## src/rtl/ps2_kbd_pkg.sv

```systemverilog
// Shared constants and types for the PS/2 keyboard receiver.
// Prefix byte values and the frame FSM state encoding.
package ps2_kbd_pkg;

    localparam logic [7:0] PS2_PFX_EXT0  = 8'hE0;
    localparam logic [7:0] PS2_PFX_EXT1  = 8'hE1;
    localparam logic [7:0] PS2_PFX_BREAK = 8'hF0;

    typedef enum logic [1:0] {
        IDLE,
        DATA,
        PARITY,
        STOP
    } ps2_state_e;

    function automatic logic is_ext_prefix(input logic [7:0] b);
        return (b == PS2_PFX_EXT0) || (b == PS2_PFX_EXT1);
    endfunction

endpackage

```

## src/rtl/ps2_rx_frame.sv

```systemverilog
// PS/2 line synchroniser, clock glitch filter and 11-bit frame deserialiser.
// Optional partial-frame timeout is built only when PS2_TIMEOUT_EN is defined.
module ps2_rx_frame
    import ps2_kbd_pkg::*;
#(
    parameter int unsigned SYNC_STAGES    = 2,
    parameter int unsigned FILTER_LEN     = 4,
    parameter int unsigned TIMEOUT_CYCLES = 50000
) (
    input  logic       clk_i,
    input  logic       rst_ni,
    input  logic       ps2_clk_i,
    input  logic       ps2_data_i,
    output logic [7:0] byte_o,
    output logic       byte_ok_o,
    output logic       byte_err_o
);

    localparam int unsigned FltW = $clog2(FILTER_LEN + 1);

    logic [SYNC_STAGES-1:0] clk_sync_q, clk_sync_d;
    logic [SYNC_STAGES-1:0] data_sync_q, data_sync_d;
    logic                   clk_s, data_s;

    logic                   filt_q, filt_d;
    logic [FltW-1:0]        flt_cnt_q, flt_cnt_d;
    logic                   fall;

    ps2_state_e             state_q, state_d;
    logic [7:0]             shift_q, shift_d;
    logic [2:0]             bit_cnt_q, bit_cnt_d;
    logic                   par_q, par_d;
    logic                   byte_ok_q, byte_ok_d;
    logic                   byte_err_q, byte_err_d;
    logic                   timeout;

    assign clk_s  = clk_sync_q[SYNC_STAGES-1];
    assign data_s = data_sync_q[SYNC_STAGES-1];

    // Filtered clock only flips once the synchronised line has disagreed for FILTER_LEN samples.
    always_comb begin
        clk_sync_d  = {clk_sync_q[SYNC_STAGES-2:0], ps2_clk_i};
        data_sync_d = {data_sync_q[SYNC_STAGES-2:0], ps2_data_i};
        filt_d      = filt_q;
        flt_cnt_d   = '0;
        fall        = 1'b0;
        if (clk_s != filt_q) begin
            if (flt_cnt_q == FltW'(FILTER_LEN - 1)) begin
                filt_d = clk_s;
                fall   = filt_q;
            end else begin
                flt_cnt_d = flt_cnt_q + FltW'(1);
            end
        end
    end

`ifdef PS2_TIMEOUT_EN
    localparam int unsigned ToW = $clog2(TIMEOUT_CYCLES + 1);

    logic [ToW-1:0] to_cnt_q, to_cnt_d;

    always_comb begin
        to_cnt_d = to_cnt_q;
        timeout  = 1'b0;
        if (fall || state_q == IDLE) begin
            to_cnt_d = '0;
        end else if (to_cnt_q == ToW'(TIMEOUT_CYCLES)) begin
            timeout  = 1'b1;
            to_cnt_d = '0;
        end else begin
            to_cnt_d = to_cnt_q + ToW'(1);
        end
    end

    always_ff @(posedge clk_i or negedge rst_ni) begin
        if (!rst_ni) to_cnt_q <= '0;
        else         to_cnt_q <= to_cnt_d;
    end
`else
    assign timeout = 1'b0;
`endif

    always_comb begin
        state_d    = state_q;
        shift_d    = shift_q;
        bit_cnt_d  = bit_cnt_q;
        par_d      = par_q;
        byte_ok_d  = 1'b0;
        byte_err_d = 1'b0;
        if (timeout) begin
            state_d    = IDLE;
            byte_err_d = 1'b1;
        end else if (fall) begin
            case (state_q)
                IDLE: begin
                    if (!data_s) begin
                        state_d   = DATA;
                        bit_cnt_d = '0;
                    end
                end
                DATA: begin
                    shift_d   = {data_s, shift_q[7:1]};
                    bit_cnt_d = bit_cnt_q + 3'd1;
                    if (bit_cnt_q == 3'd7) state_d = PARITY;
                end
                PARITY: begin
                    par_d   = data_s;
                    state_d = STOP;
                end
                STOP: begin
                    state_d = IDLE;
                    // Odd parity over data+parity, and the stop bit must be high.
                    if ((^{shift_q, par_q}) && data_s) byte_ok_d  = 1'b1;
                    else                               byte_err_d = 1'b1;
                end
                default: state_d = IDLE;
            endcase
        end
    end

    always_ff @(posedge clk_i or negedge rst_ni) begin
        if (!rst_ni) begin
            clk_sync_q  <= '1;
            data_sync_q <= '1;
            filt_q      <= 1'b1;
            flt_cnt_q   <= '0;
            state_q     <= IDLE;
            shift_q     <= '0;
            bit_cnt_q   <= '0;
            par_q       <= 1'b0;
            byte_ok_q   <= 1'b0;
            byte_err_q  <= 1'b0;
        end else begin
            clk_sync_q  <= clk_sync_d;
            data_sync_q <= data_sync_d;
            filt_q      <= filt_d;
            flt_cnt_q   <= flt_cnt_d;
            state_q     <= state_d;
            shift_q     <= shift_d;
            bit_cnt_q   <= bit_cnt_d;
            par_q       <= par_d;
            byte_ok_q   <= byte_ok_d;
            byte_err_q  <= byte_err_d;
        end
    end

    assign byte_o     = shift_q;
    assign byte_ok_o  = byte_ok_q;
    assign byte_err_o = byte_err_q;

endmodule

```

## src/rtl/ps2_kbd_rx.sv

```systemverilog
// PS/2 keyboard receiver: folds E0/E1/F0 prefixes into flags, one event per key on valid/ready.
// Define PS2_TIMEOUT_EN to abort partial frames after TIMEOUT_CYCLES idle clk cycles.
module ps2_kbd_rx
    import ps2_kbd_pkg::*;
#(
    parameter int unsigned SYNC_STAGES    = 2,
    parameter int unsigned FILTER_LEN     = 4,
    parameter int unsigned TIMEOUT_CYCLES = 50000
) (
    input  logic       clk,
    input  logic       reset_n,
    input  logic       ps2_kbd_clk,
    input  logic       ps2_kbd_data,
    output logic [7:0] key_code,
    output logic       key_ext,
    output logic       key_release,
    output logic       key_valid,
    input  logic       key_ready,
    output logic       frame_err,
    output logic       overflow
);

    logic [7:0] rx_byte;
    logic       rx_ok, rx_err;
    logic       emit, accept;

    logic       ext_flag_q, ext_flag_d;
    logic       rel_flag_q, rel_flag_d;
    logic [7:0] code_q, code_d;
    logic       ext_q, ext_d;
    logic       rel_q, rel_d;
    logic       valid_q, valid_d;
    logic       err_q, err_d;
    logic       ovf_q, ovf_d;

    ps2_rx_frame #(
        .SYNC_STAGES   (SYNC_STAGES),
        .FILTER_LEN    (FILTER_LEN),
        .TIMEOUT_CYCLES(TIMEOUT_CYCLES)
    ) u_frame (
        .clk_i     (clk),
        .rst_ni    (reset_n),
        .ps2_clk_i (ps2_kbd_clk),
        .ps2_data_i(ps2_kbd_data),
        .byte_o    (rx_byte),
        .byte_ok_o (rx_ok),
        .byte_err_o(rx_err)
    );

    always_comb begin
        ext_flag_d = ext_flag_q;
        rel_flag_d = rel_flag_q;
        emit       = 1'b0;
        if (rx_err) begin
            ext_flag_d = 1'b0;
            rel_flag_d = 1'b0;
        end else if (rx_ok) begin
            if (is_ext_prefix(rx_byte)) begin
                ext_flag_d = 1'b1;
            end else if (rx_byte == PS2_PFX_BREAK) begin
                rel_flag_d = 1'b1;
            end else begin
                emit       = 1'b1;
                ext_flag_d = 1'b0;
                rel_flag_d = 1'b0;
            end
        end
    end

    // A handshake in the same cycle as an emit frees the slot, so the new event loads with no bubble.
    always_comb begin
        accept  = valid_q & key_ready;
        code_d  = code_q;
        ext_d   = ext_q;
        rel_d   = rel_q;
        valid_d = valid_q;
        err_d   = rx_err;
        ovf_d   = 1'b0;
        if (emit) begin
            if (!valid_q || accept) begin
                code_d  = rx_byte;
                ext_d   = ext_flag_q;
                rel_d   = rel_flag_q;
                valid_d = 1'b1;
            end else begin
                ovf_d = 1'b1;
            end
        end else if (accept) begin
            valid_d = 1'b0;
        end
    end

    always_ff @(posedge clk or negedge reset_n) begin
        if (!reset_n) begin
            ext_flag_q <= 1'b0;
            rel_flag_q <= 1'b0;
            code_q     <= '0;
            ext_q      <= 1'b0;
            rel_q      <= 1'b0;
            valid_q    <= 1'b0;
            err_q      <= 1'b0;
            ovf_q      <= 1'b0;
        end else begin
            ext_flag_q <= ext_flag_d;
            rel_flag_q <= rel_flag_d;
            code_q     <= code_d;
            ext_q      <= ext_d;
            rel_q      <= rel_d;
            valid_q    <= valid_d;
            err_q      <= err_d;
            ovf_q      <= ovf_d;
        end
    end

    assign key_code    = code_q;
    assign key_ext     = ext_q;
    assign key_release = rel_q;
    assign key_valid   = valid_q;
    assign frame_err   = err_q;
    assign overflow    = ovf_q;

endmodule

```

## config.mk

```make
export PLATFORM = sky130hd
export DESIGN_NAME = ps2_kbd_rx
export DESIGN_NICKNAME = d
export VERILOG_FILES = /design/src/rtl/ps2_kbd_pkg.sv /design/src/rtl/ps2_rx_frame.sv /design/src/rtl/ps2_kbd_rx.sv
export SDC_FILE = /design/constraint.sdc
export NUM_CORES = 1
export LEC_CHECK = 0
export ABC_AREA = 0
export BUFFER_PORTS_ARGS = -buffer_cell sky130_fd_sc_hd__buf_4
export CAP_MARGIN = 20
export CORE_ASPECT_RATIO = 1.1
export CORE_MARGIN = 2
export CORE_UTILIZATION = 49
export DETAILED_ROUTE_END_ITERATION = 6
export PLACE_DENSITY = 0.71
export SYNTH_ARGS = -nofsm -noshare
export SYNTH_HDL_FRONTEND = slang
export SYNTH_HIERARCHICAL = 1
export SYNTH_SLANG_ARGS = --single-unit
```

## constraint.sdc

```tcl
create_clock -name clk -period 1.4 [get_ports clk]
set_input_delay 0.14 -clock clk [delete_from_list [all_inputs] [get_ports clk]]
set_output_delay 0.14 -clock clk [all_outputs]
set_load 0.01 [all_outputs]
```

# Word level (Yosys, flattened, before mapping)
# Index checks and enable logic that the tools add are counted.
totals:
  regBits: 39
  latch_bits: 0
  mem_bits_rw: 0
  romBits: 0
  in_bits: 5
  out_inout_bits: 13
  word_cells: 85
  memories: 0
op_classes:
  add_sub_neg: 2
  mul: 0
  n_div: 0
  n_lt_le_gt_ge: 0
  n_eq_ne: 14
  n_shift: 0
  mux: 32
  bitwise: 1
  reduce_logical: 18
ops:
  columns: ["cell", "count"]
  rows:
  - ["$mux W1", 25]
  - ["$eq A8 B8 Y1 const B", 3]
  - ["$reduce_and A2 Y1", 7]
  - ["$mux W3", 3]
  - ["$reduce_xor A9 Y1", 1]
  - ["$pmux W2 S4", 1]
  - ["$add A3 B1 Y3 const B", 2]
  - ["$ne A2 B1 Y1 const B", 3]
  - ["$pmux W3 S2", 1]
  - ["$reduce_and A3 Y1", 2]
  - ["$reduce_bool A2 Y1", 3]
  - ["$eq A2 B2 Y1 const B", 2]
  - ["$mux W2", 2]
  - ["$eq A3 B2 Y1 const B", 1]
  - ["$eq A3 B3 Y1 const B", 1]
  - ["$ne A3 B2 Y1 const B", 1]
  - ["$eq A2 B1 Y1 const B", 1]
  - ["$logic_not A2 Y1", 1]
  - ["$logic_or A1 B1 Y1", 2]
  - ["$ne A2 B2 Y1 const B", 1]
  - ["$and A1 B1 Y1", 1]
  - ["$logic_and A1 B1 Y1", 1]
  - ["$logic_not A1 Y1", 1]
  - ["$ne A1 B1 Y1", 1]

# Logic depth before layout (Yosys ltp)
# Gate-level depths: netlist of the first run.
depth:
  depth_word: 7
  mapped_depth: 5
  ltp_nobuf: 5

# Modules after synthesis
# Netlist of the first run, hierarchy kept.
modules_own_cells:
  columns: ["module", "n_inst", "cells_per_inst", "area_per_inst_um2", "seq_area_each_um2"]
  rows:
  - ["ps2_rx_frame", 1, 73, 1059.8, 606.8]
  - ["ps2_kbd_rx", 1, 52, 653.1, 375.4]

# Least setup slack after synthesis of the first run
# No wires, ideal clock.
synth_timing:
  kind: "reg-to-reg"
  start: "register u_frame.flt_cnt_q[0]"
  end: "register u_frame.state_q[1]"
  arrival_ps: 1387
  required_ps: 1272
  setup_slack_ps: -115
  stages_incl_launch_ff: 6
  synth_period_minus_slack_ps: 1515
  path_cell_list: "dfrtp_1 > ha_1 > and4bb_1 > a21boi_2 > o21ai_1 > mux2_1"
synth_between:
  elab_chain_len: 4
synth_rtl:
  columns: ["item", "line_no", "source"]
  rows:
  - ["start, declared", "ps2_rx_frame.sv:26", "logic [FltW-1:0] flt_cnt_q, flt_cnt_d;"]
  - ["start signal, assigned", "ps2_rx_frame.sv:137", "flt_cnt_q <= flt_cnt_d;"]
  - ["$eq A3 B2 Y1", "ps2_rx_frame.sv:48", "if (flt_cnt_q == FltW'(FILTER_LEN - 1)) begin"]
  - ["$mux W1", "ps2_rx_frame.sv:48", null]
  - ["$mux W1", "ps2_rx_frame.sv:47", "if (clk_s != filt_q) begin"]
  - ["$reduce_and A3 Y1 (no source line)", null, null]
  - ["end signal, assigned", "ps2_rx_frame.sv:138", "state_q <= state_d;"]
  - ["end, declared", "ps2_rx_frame.sv:29", "ps2_state_e state_q, state_d;"]
# Every way passes these cells.
# A chain may end at the register's enable or synchronous reset.

# Worst setup path after layout of the first run
layout_timing:
  start: "register u_frame.shift_q[3] (netlist: u_frame/byte_o[3])"
  end: "register u_frame.byte_ok_q (netlist: u_frame/byte_ok_o)"
layout_between:
  elab_chain_len: 5
layout_rtl:
  columns: ["item", "line_no", "source"]
  rows:
  - ["start, declared", "ps2_rx_frame.sv:30", "logic [7:0] shift_q, shift_d;"]
  - ["start signal, assigned", "ps2_rx_frame.sv:139", "shift_q <= shift_d;"]
  - ["$reduce_xor A9 Y1", "ps2_rx_frame.sv:113", "if ((^{shift_q, par_q}) && data_s) byte_ok_d = 1'b1;"]
  - ["$logic_and A1 B1 Y1", "ps2_rx_frame.sv:113", null]
  - ["$mux W1", "ps2_rx_frame.sv:113", null]
  - ["$mux W1", "ps2_rx_frame.sv:94", "case (state_q)"]
  - ["$mux W1", "ps2_rx_frame.sv:93", "end else if (fall) begin"]
  - ["via u_frame.byte_ok_d", "ps2_rx_frame.sv:33", "logic byte_ok_q, byte_ok_d;"]
  - ["end signal, assigned", "ps2_rx_frame.sv:142", "byte_ok_q <= byte_ok_d;"]
  - ["end, declared", "ps2_rx_frame.sv:33", null]
# The timed path passes the listed nets, and every way through them passes these cells.

==> results.md, run 1 <==
* Outcome: finished with violations
* Failing checks: negative setup slack
* # IOs at 18
* Nets at between 150 and 200
* Routability cong. at 0.817
* Clock-pin slew on the worst setup and hold paths at 110 ps
* Count leader, synth: dfrtp_1
* Hold Path Class: input port to register
* Crit. End Element: register
* IR drop worst, VDD at 0.000699 V
* Initial drt markers at 55
* Share of post-route cells with drive strength above 1 at 0.516
* Sw Pwr at 581 uW
* Placed cells at 213
* Finished Core Util at 0.706
* Critical path, cell by cell: buf_6 > xnor2_4 > xnor3_1 > mux2i_2 > nor2b_2
* Overall power at 2.22 mW
* Worst path max stage delay at 450 ps
* Via-to-Cell Ratio at 4.95
* CP startpoint kind: register
* DR vias at between 1000 and 1500
* Hold WS at 112 ps
* CP startpoint: u_frame/byte_o[3]
* Area Growth Syn to Fin at 37.3%
* Max cap viols at 0
* Ys flop type: dfrtp_1
* Clock sinks at 39
* Sequential share of power at 0.566
* Ant diodes at 0
* Site Rows at 22
* Register bit total from synthesis at 39
* R2R Path Start: u_frame/byte_o[3]
* Clk pwr share at 0.243
* Worst-skew pair later-pin latency at 340 ps
* Num CTS Buffers at 5
* H-tree depth at 2
* Register area share after synthesis at 0.573
* Antenna Nets Post-Route at 0
* Fin crit share at 1.13
* Combinational power share at 0.191
* Initial Util at 0.514
* Slew headroom at 0.682
* DR pass1 iterations at 4
* Final setup viols at 24
* HPWL Detailed at around 2300 um
* Post-Route WL at 3350 um
* Mapped Nets at 137
* CP Class: register to register
* Total track usage at 0.200
* Setup TNS at -2480 ps
* Leak at 1.21 nW
* Crit path DAT at 1860 ps
* Ys Warns at 6
* Hold path start: key_ready
* Post-synth top area share at 0.497
* Die height at between 60 and 70 um
* Worst EP required at 1680 ps
* Final Cell Area at 0.00235 mm2
* Top post-synthesis cells by area: dfrtp_1 (50%), mux2_2 (12%), dfstp_2 (7.7%), ha_1 (5.1%), xnor3_1 (2.6%)
* DR DRC count at 0
* Distinct cells, synth at 31
* First-pass GRT wire length at 5700 um
* Placed cell area at 0.00210 mm2
* Slew @ Worst Pin at 477 ps
* Int Power at roughly 1.6 mW
* Initial antenna violation count at 0
* Die X at around 60 um
* Grt ovf at 0
* Crit path max fanout at 4
* Fin Clk Skew at approximately 5.5 ps
* Clock buffer depth at 2
* Root Driver: clkbuf_4
* Cell taking the most area after synthesis: dfrtp_1
* TritonCTS clock tree: done
* Final Max Tran Viols at 0
* Avg Synthesized Cell Area at around 14 um2
* Crit path time final at about 1600 ps
* Die area at between 0.003 and 0.004 mm2
* Post-synth ARST share at 1.00
* Port Buffers at 17
* Syn Inst Count at ~130
* Largest net degree at the start of global routing at 40
* Number of global-route vias before repair at around 1200
* Sw frac at 0.262
* PD cells at 943 mW/mm2
* Dpl ws at -191 ps
* RSZ-0062 raised after global routing: true
* Peak Freq at between 0.6 and 0.7 GHz
* Non-Filler Instances at 230
* Number of synthesized flops with an enable pin at 0
* Commonest cells post-synth: dfrtp_1 (34), mux2_2 (19), nand2_1 (8)
* Fin. Hold Viols at 0
* Wire per inst at about 15 um
* Mapped cell area at 0.00171 mm2
* Critical path's slowest cell: xnor3_1
* Core area at 0.00333 mm2
* Final worst-path setup slack at -180 ps
-- repair_timing --
| item | in CTS | in global routing |
|---|---|---|
| setup endpoints to repair | 23 | 29 |
| setup buffers | 5 | 2 |
| hold buffers | 3 | 0 |
| endpoints found under the hold margin | 36 | 0 |
| pin swaps | 5 | 6 |
| gates resized for setup | 18 | 10 |
-- kinds of logic after synthesis --
logic type	after synthesis	synth area share
muxes	22	0.143
and+or+nand+nor	30	0.107
DFF	39	0.573
buffers and inverters	6	0.0131
adders and majority gates	7	0.0511
AOI/OAI and AO/OA	15	0.0650
xor gates and xnor gates	6	0.0468
-- power by group through the flow --
| stage | Clock (mW) | Sequential (mW) | Combinational (mW) |
|---|---|---|---|
| 2_1_floorplan | 0 | 1.27 | 0.187 |
| 3_3_place_gp | 0 | 1.27 | 0.335 |
| 3_5_place_dp | 0 | 1.27 | 0.363 |
| 4_1_cts | 0.561 | 1.26 | 0.408 |
| 5_1_grt | 0.612 | 1.27 | 0.468 |
| 6_report | 0.539 | 1.26 | 0.423 |
-- final cells by class --
cell class	count	area [um2]
Timing Repair Buffer	49	419
Tap cell	48	60.1
Sequential cell	39	982
Inverter	6	22.5
Clock buffer	7	45.0
Multi-Input combinational cell	80	818
Fill cell	214	978
Clock inverter	1	5.00
-- layer usage --
metal,global-route usage,part of all wire
met1,0.232,0.42
met2,0.342,0.52
met3,0.0450,0.032
met4,0.0972,0.022
met5,0,0
-- worst max-delay path: cells and delay by family (launching register included) --
| kind | cells | cell delay, ps |
|---|---|---|
| simple gates | 1 | 160 |
| flops | 1 | 420 |
| buf+inv | 1 | 140 |
| xor+xnor | 2 | 580 |
| mux | 1 | 220 |
-- layout by cell type (no fill, tap or decap), types with 2 or more instances in the layout --
master,n
buf_4,39
dfrtp_1,34
mux2_4,11
mux2_2,9
nand2_1,7
inv_1,6
ha_1,6
nor2_1,5
clkbuf_4,5
buf_6,5
dfstp_2,5
o21ai_0,3
dlygate4sd3_1,3
nand2b_1,2
o21ai_2,2
o211ai_1,2
o21ai_4,2
a22oi_1,2
clkbuf_1,2
buf_12,2
xnor2_1,2
nor3b_1,2
xnor3_1,2
a22o_1,2
-- flip-flops by register name, summed over array words and instances (netlist names), 2 cells and up --
signal	cells
key_code	8
u_frame/bit_cnt_q	3
u_frame/data_sync_q	2
u_frame/clk_sync_q	2
u_frame/flt_cnt_q	3
u_frame/state_q	2
u_frame/byte_o	8
-- worst paths after layout --
check	to	slack (ps)	depth (start not counted)
worst max register to register	u_frame/byte_ok_o	-180	5
worst min register to register	u_frame/data_sync_q[1]	360	0
max in group asynchronous	u_frame/data_sync_q[1]	740	2
min in group asynchronous	key_ext	300	2
worst max-delay path	u_frame/byte_ok_o	-180	5
worst min-delay path	key_valid	110	3
No activity file was read; power rests on OpenSTA's default activity.
==> run 2: changes to the inputs <==
Settings changed: CELL_PAD_IN_SITES_DETAIL_PLACEMENT set to 0, CELL_PAD_IN_SITES_GLOBAL_PLACEMENT set to 1, CORE_UTILIZATION 49 to 42, CTS_CLUSTER_SIZE set to 20, PLACE_DENSITY 0.71 to unset, PLACE_DENSITY_LB_ADDON set to 0.1.
==> run 2 against run 1 <==
Compared with the run above:
- the run still ends with negative setup slack left
- clock skew is 4.0 ps higher
- count of clock-buffer cells in the layout rose by 1
- first-iteration DRC count increased by 60%
- cell count stayed put
- critical path type unchanged
==> results.md, run 2 (synthesized netlist as in run 1, its figures left out) <==
* Outcome: finished with violations
* Failing checks: negative setup slack
* Antenna Nets Post-Route at 0 (unchanged)
* Clock sinks at 39 (unchanged)
* Final Max Tran Viols at 0 (unchanged)
* Leak at 1.20 nW (-1.0%)
* TritonCTS clock tree: done
* RSZ-0062 raised after global routing: true
* Peak Freq at 0.649 GHz (+2.4%)
* DR pass1 iterations at 4 (unchanged)
* Placed cell area at 0.00210 mm2 (-0.12%)
* Crit. End Element: register
* Sw Pwr at 576 uW (-1.0%)
* CP startpoint kind: register
* DR DRC count at 0 (unchanged)
* Most frequent cells in the layout: buf_4 (36), dfrtp_1 (34), mux2_4 (11)
* Root Driver: clkbuf_8
* Max cap viols at 0 (unchanged)
* Num CTS Buffers at 5 (unchanged)
* Port Buffers at 17 (unchanged)
* Worst-skew pair later-pin latency at 290 ps (-50 ps)
* Die area at 0.00461 mm2 (+16%)
* Worst EP required at 1620 ps (-60 ps)
* CP Class: register to register
* DR vias at 1114 (-2.2%)
* Crit path max fanout at 4 (unchanged)
* Final setup viols at 24 (unchanged)
* Ant diodes at 0 (unchanged)
* Post-Route WL at 3350 um (+0.21%)
* Fin. Hold Viols at 0 (unchanged)
* Area Growth Syn to Fin at 35.7%
* Die height at 71.0 um (+7.5%)
* Slew headroom at 0.685 (+0.00265)
* Sw frac at 0.245 (-0.0175)
* Nets at 189 (-2.1%)
* Fin crit share at 1.10 (-0.0270)
* Routability cong. at 0.743 (-9.0%)
* Via-to-Cell Ratio at 4.84 (-2.2%)
* Initial antenna violation count at 0 (unchanged)
* Clock-pin slew on the worst setup and hold paths at 70 ps (-40 ps)
* Number of global-route vias before repair at 1209 (-3.0%)
* # IOs at 18 (unchanged)
* Grt ovf at 0 (unchanged)
* Initial Util at 0.435 (-0.0788)
* Slew @ Worst Pin at 473 ps (-3.97 ps)
* Fin Clk Skew at 9.56 ps (+4.02 ps)
* Finished Core Util at 0.591 (-0.115)
* Combinational power share at 0.160 (-0.031)
* IR drop worst, VDD at 0.000589 V (-16%)
* Initial drt markers at 88 (+60%)
* Die X at 64.9 um (+7.5%)
* Hold Path Class: input port to register
* PD cells at 1010 mW/mm2 (+7.3%)
* HPWL Detailed at 2270 um (-1.9%)
* Core area at 0.00393 mm2 (+18%)
* Wire per inst at 14.6 um (+0.21%)
* Largest net degree at the start of global routing at 40 (unchanged)
* Share of post-route cells with drive strength above 1 at 0.483 (-0.0333)
* Total track usage at 0.164 (-0.0360)
* Filler instances at 320 (+50%)
* Final Cell Area at 0.00232 mm2 (-1.2%)
* Int Power at 1.78 mW (+8.6%)
* Final worst-path setup slack at -142 ps (+37.8 ps)
* Clk pwr share at 0.306 (+0.063)
* Commonest non-fill, non-tap cell in the layout: buf_4
* Crit path time final at 1540 ps (-37.8 ps)
* First-pass GRT wire length at 5730 um (+0.60%)
* H-tree depth at 2 (unchanged)
* Clock buffer depth at 2 (unchanged)
* Site Rows at 24 (+9.1%)
* Sequential share of power at 0.534 (-0.032)
* Crit path DAT at 1760 ps (-100 ps)
## run 2: changes by cell type in the layout (fill, tap and decap cells not counted), sizes merged
cell / change
clkbuf: +1
buf: -4
clkinv: -1
## run 2: critical path, cell delays in order, from the launching register on
cell and delay, ps:
dfrtp_1 400, buf_6 140, xnor2_2 160, xnor3_1 420, mux2i_1 190, nor2b_1 160
## run 2: final timing paths
check	startpoint	end	slack, ps	cells after the start
max	u_frame/byte_o[6]	u_frame/byte_ok_o	-140	5
min	key_ready	overflow	180	3
max reg2reg	u_frame/byte_o[6]	u_frame/byte_ok_o	-140	5
min reg2reg	u_frame/data_sync_q[0]	u_frame/data_sync_q[1]	360	0
max in group asynchronous	reset_n	u_frame/data_sync_q[1]	690	2
min in group asynchronous	reset_n	key_code[5]	350	2
## run 2: power by group through the flow
stage	logic [mW]	clock network [mW]	registers [mW]
6_report	0.375	0.720	1.26
2_1_floorplan	0.187	0	1.27
3_5_place_dp	0.357	0	1.28
3_3_place_gp	0.339	0	1.27
5_1_grt	0.424	0.811	1.27
4_1_cts	0.379	0.746	1.26
## run 2: cell type report
cell class | count | area [um2] | share of cell area
Sequential cell | 39 | 982 | 0.422
Multi-Input combinational cell | 80 | 790 | 0.340
Timing Repair Buffer | 45 | 385 | 0.166
Clock buffer | 8 | 80.1 | 0.0344
Tap cell | 52 | 65.1 | 0.0280
Inverter | 6 | 22.5 | 0.00969
## run 2: timing repair
| item | 4_1_cts | 5_1_grt |
|---|---|---|
| pin swaps | 5 | 4 |
| hold buffers | 3 | 0 |
| endpoints found under the setup margin | 24 | 28 |
| hold endpoints to repair | 36 | 0 |
| resized for setup | 14 | 10 |
| setup buffers | 2 | 2 |
## run 2: stage by stage
step                cells  TNS [ps]  setup slack, ps  hold slack, ps  power, mW
finish                230     -2210             -142             179       2.35
global route          230     -4030             -227             189       2.50
CTS                   229     -2220             -133             171       2.38
detailed placement    216     -2200             -169             137       1.63
global placement      216     -1500             -133             125       1.61
floorplan             125     -1080            -71.7            -156       1.46
## run 2: routing by layer
layer / track usage / share of wire / vias to the layer above
met2: 0.294 / 0.56 / 16
met1: 0.188 / 0.41 / 561
met4: 0.0567 / 0.0057 / 0
met3: 0.0429 / 0.022 / 2
li1: - / - / 535
met5: 0 / 0 / -
==> run 3: changes to the inputs <==
Settings changed: PLACE_DENSITY set to 0.85, PLACE_DENSITY_LB_ADDON 0.1 to unset, SETUP_SLACK_MARGIN set to 0.2.
==> run 3 against run 2 <==
Compared with the run above:
- the run still ends with negative setup slack left
- global-route usage grew 0.31 points
- hold slack better by 16 ps
- via count rose by 2.3%
- core utilization up 1.9 points
- sequential share of layout area decreased by 1.3 points
- sequential power about the same
- clock skew is essentially flat
- register-to-register slack lost 30 ps
- critical path type unchanged
- wire length shrank 1.6%
- design area grew 3.3%
==> results.md, run 3 (synthesized netlist as in run 1, its figures left out) <==
* Outcome: finished with violations
* Failing checks: negative setup slack
* TritonCTS clock tree: done
* Initial Util at 0.435 (unchanged)
* Initial antenna violation count at 0 (unchanged)
* Clock-pin slew on the worst setup and hold paths at 80 ps (about the same)
* Non-Filler Instances at 237 (+3.0%)
* HPWL Detailed at 2300 um (+1.2%)
* Site Rows at 24 (unchanged)
* Crit. End Element: register
* Root Driver: clkbuf_8
* Commonest non-fill, non-tap cell in the layout: buf_4
* Core area at 0.00393 mm2 (unchanged)
* Fin. Hold Viols at 0 (unchanged)
* Clock buffer depth at 2 (unchanged)
* Post-Route WL at 3300 um (-1.6%)
* Worst path max stage delay at 380 ps (-40 ps)
* Slew @ Worst Pin at 480 ps (+6.75 ps)
* Grt ovf at 0 (unchanged)
* Hold path start: key_ready
* Via-to-Cell Ratio at 4.81 (-0.69%)
* Placed cells at 218 (+0.93%)
* Max cap viols at 0 (unchanged)
* Clock sinks at 39 (unchanged)
* Fin crit share at 1.13 (+0.0243)
* Largest net degree at the start of global routing at 40 (unchanged)
* CP top delay family: flip-flops
* First-pass GRT wire length at 5780 um (+0.85%)
* CP startpoint: u_frame/byte_o[1]
* Hold WS at 196 ps (+16.4 ps)
* Most frequent cells in the layout: buf_4 (44), dfrtp_1 (34), mux2_2 (13)
* Fin Clk Skew at 9.54 ps (-0.0151 ps)
* CP Class: register to register
* Critical path, cell by cell: and2b_2 > nand4_4 > o21ai_4 > mux2_2
* H-tree depth at 2 (unchanged)
* Total track usage at 0.168 (+0.00308)
* Share of post-route cells with drive strength above 1 at 0.562 (+0.0790)
* PD cells at 1040 mW/mm2 (+2.5%)
* Peak Freq at 0.635 GHz (-2.2%)
* Reg2reg setup slack at -180 ps (-30 ps)
* Final Max Tran Viols at 0 (unchanged)
* Initial drt markers at 58 (-34%)
* DR DRC count at 0 (unchanged)
* Final setup viols at 24 (unchanged)
* Slew headroom at 0.680 (-0.00450)
* Wire per inst at 13.9 um (-4.5%)
* DR vias at 1140 (+2.3%)
* Num CTS Buffers at 5 (unchanged)
* DR pass1 iterations at 4 (unchanged)
* Die X at 64.9 um (unchanged)
* Die height at 71.0 um (unchanged)
* Crit path time final at 1580 ps (+34.0 ps)
* Antenna Nets Post-Route at 0 (unchanged)
* Routability cong. at 0.835 (+12%)
* CP startpoint kind: register
* CP Buf/Inv Count at 0 (-1)
* Critical path's slowest cell: dfrtp_1
* Ant diodes at 0 (unchanged)
* Area Growth Syn to Fin at 40.2%
* Worst EP required at 1570 ps (-50 ps)
* Final worst-path setup slack at -176 ps (-34.0 ps)
* Die area at 0.00461 mm2 (unchanged)
* # IOs at 18 (unchanged)
* Hold Path Class: input port to register
* Leak at 1.26 nW (+5.2%)
* RSZ-0062 raised after global routing: true
* Worst-skew pair later-pin latency at 290 ps (about the same)
* Number of global-route vias before repair at 1260 (+4.2%)
* Port Buffers at 17 (unchanged)
* R2R Path Start: u_frame/byte_o[1]
* Nets at 197 (+4.2%)
* Crit path max fanout at 8 (+4)
* Crit path DAT at 1750 ps (about the same)
* IR drop worst, VDD at 0.000768 V (+30%)
==> run 3: changes by cell type in the layout (fill, tap and decap cells not counted), moves of 2 or more <==
cell	previous run	this run
a22oi_1	2	0
buf_6	4	6
mux2_4	11	7
a22oi_2	0	2
clkbuf_1	3	0
mux2_2	9	13
buf_12	2	0
o21ai_2	1	4
o21ai_1	3	1
buf_4	36	44
nand2_4	0	2
==> run 3: through the flow <==
stage	power [mW]	setup TNS, ps	worst slack [ps]	cell area, um2	utilization
2_1_floorplan	1.46	-1080	-71.7	1730	-
3_3_place_gp	1.60	-2040	-148	2100	0.534
3_5_place_dp	1.63	-2810	-173	2100	0.534
5_1_grt	2.63	-4260	-216	2400	0.610
6_report	2.49	-2610	-176	2400	0.610
4_1_cts	2.46	-2370	-148	2300	0.586
==> run 3: area by class of cell <==
type	instances	area [um2]
repair buffers	53	428
fillers	304	1530
inverters	6	22.5
clock buffers	6	82.6
multi-input cells	80	816
clock inverters	1	5.00
well taps	52	65.1
flip-flops and latches	39	982
==> run 3: worst paths after layout <==
path	cells past startpoint	endpoint
min in group asynchronous	2	ext_flag_q
worst min-delay path	3	overflow
worst min register to register	0	u_frame/data_sync_q[1]
worst max register to register	4	key_code[1]
max in group asynchronous	2	u_frame/filt_q
worst max-delay path	4	key_code[1]
==> run 3: timing repair <==
| item | 4_1_cts | 5_1_grt |
|---|---|---|
| buffers inserted | 4 | 5 |
| hold endpoints to repair | 36 | 0 |
| gates resized for setup | 16 | 16 |
| hold buffers | 3 | 0 |
| pin swaps | 5 | 11 |
| setup endpoints to repair | 31 | 33 |
==> run 3: per-layer routing <==
metal / up-vias / global-route usage / routed length [um]
met5: - / 0 / 0
li1: 554 / - / -
met2: 26 / 0.286 / 1710
met4: 0 / 0.0851 / 93
met1: 550 / 0.193 / 1360
met3: 10 / 0.0429 / 139
==> run 3: worst min-delay path, stage by stage <==
cell and delay, ps:
buf_4 70, nand2b_1 170, nor2_1 70
==> run 3: power by group <==
group	total (mW)	internal, mW	switching, mW
Combinational	0.469	0.270	0.198
Sequential	1.26	1.21	0.0483
Clock	0.762	0.386	0.376
Total	2.49	1.87	0.623
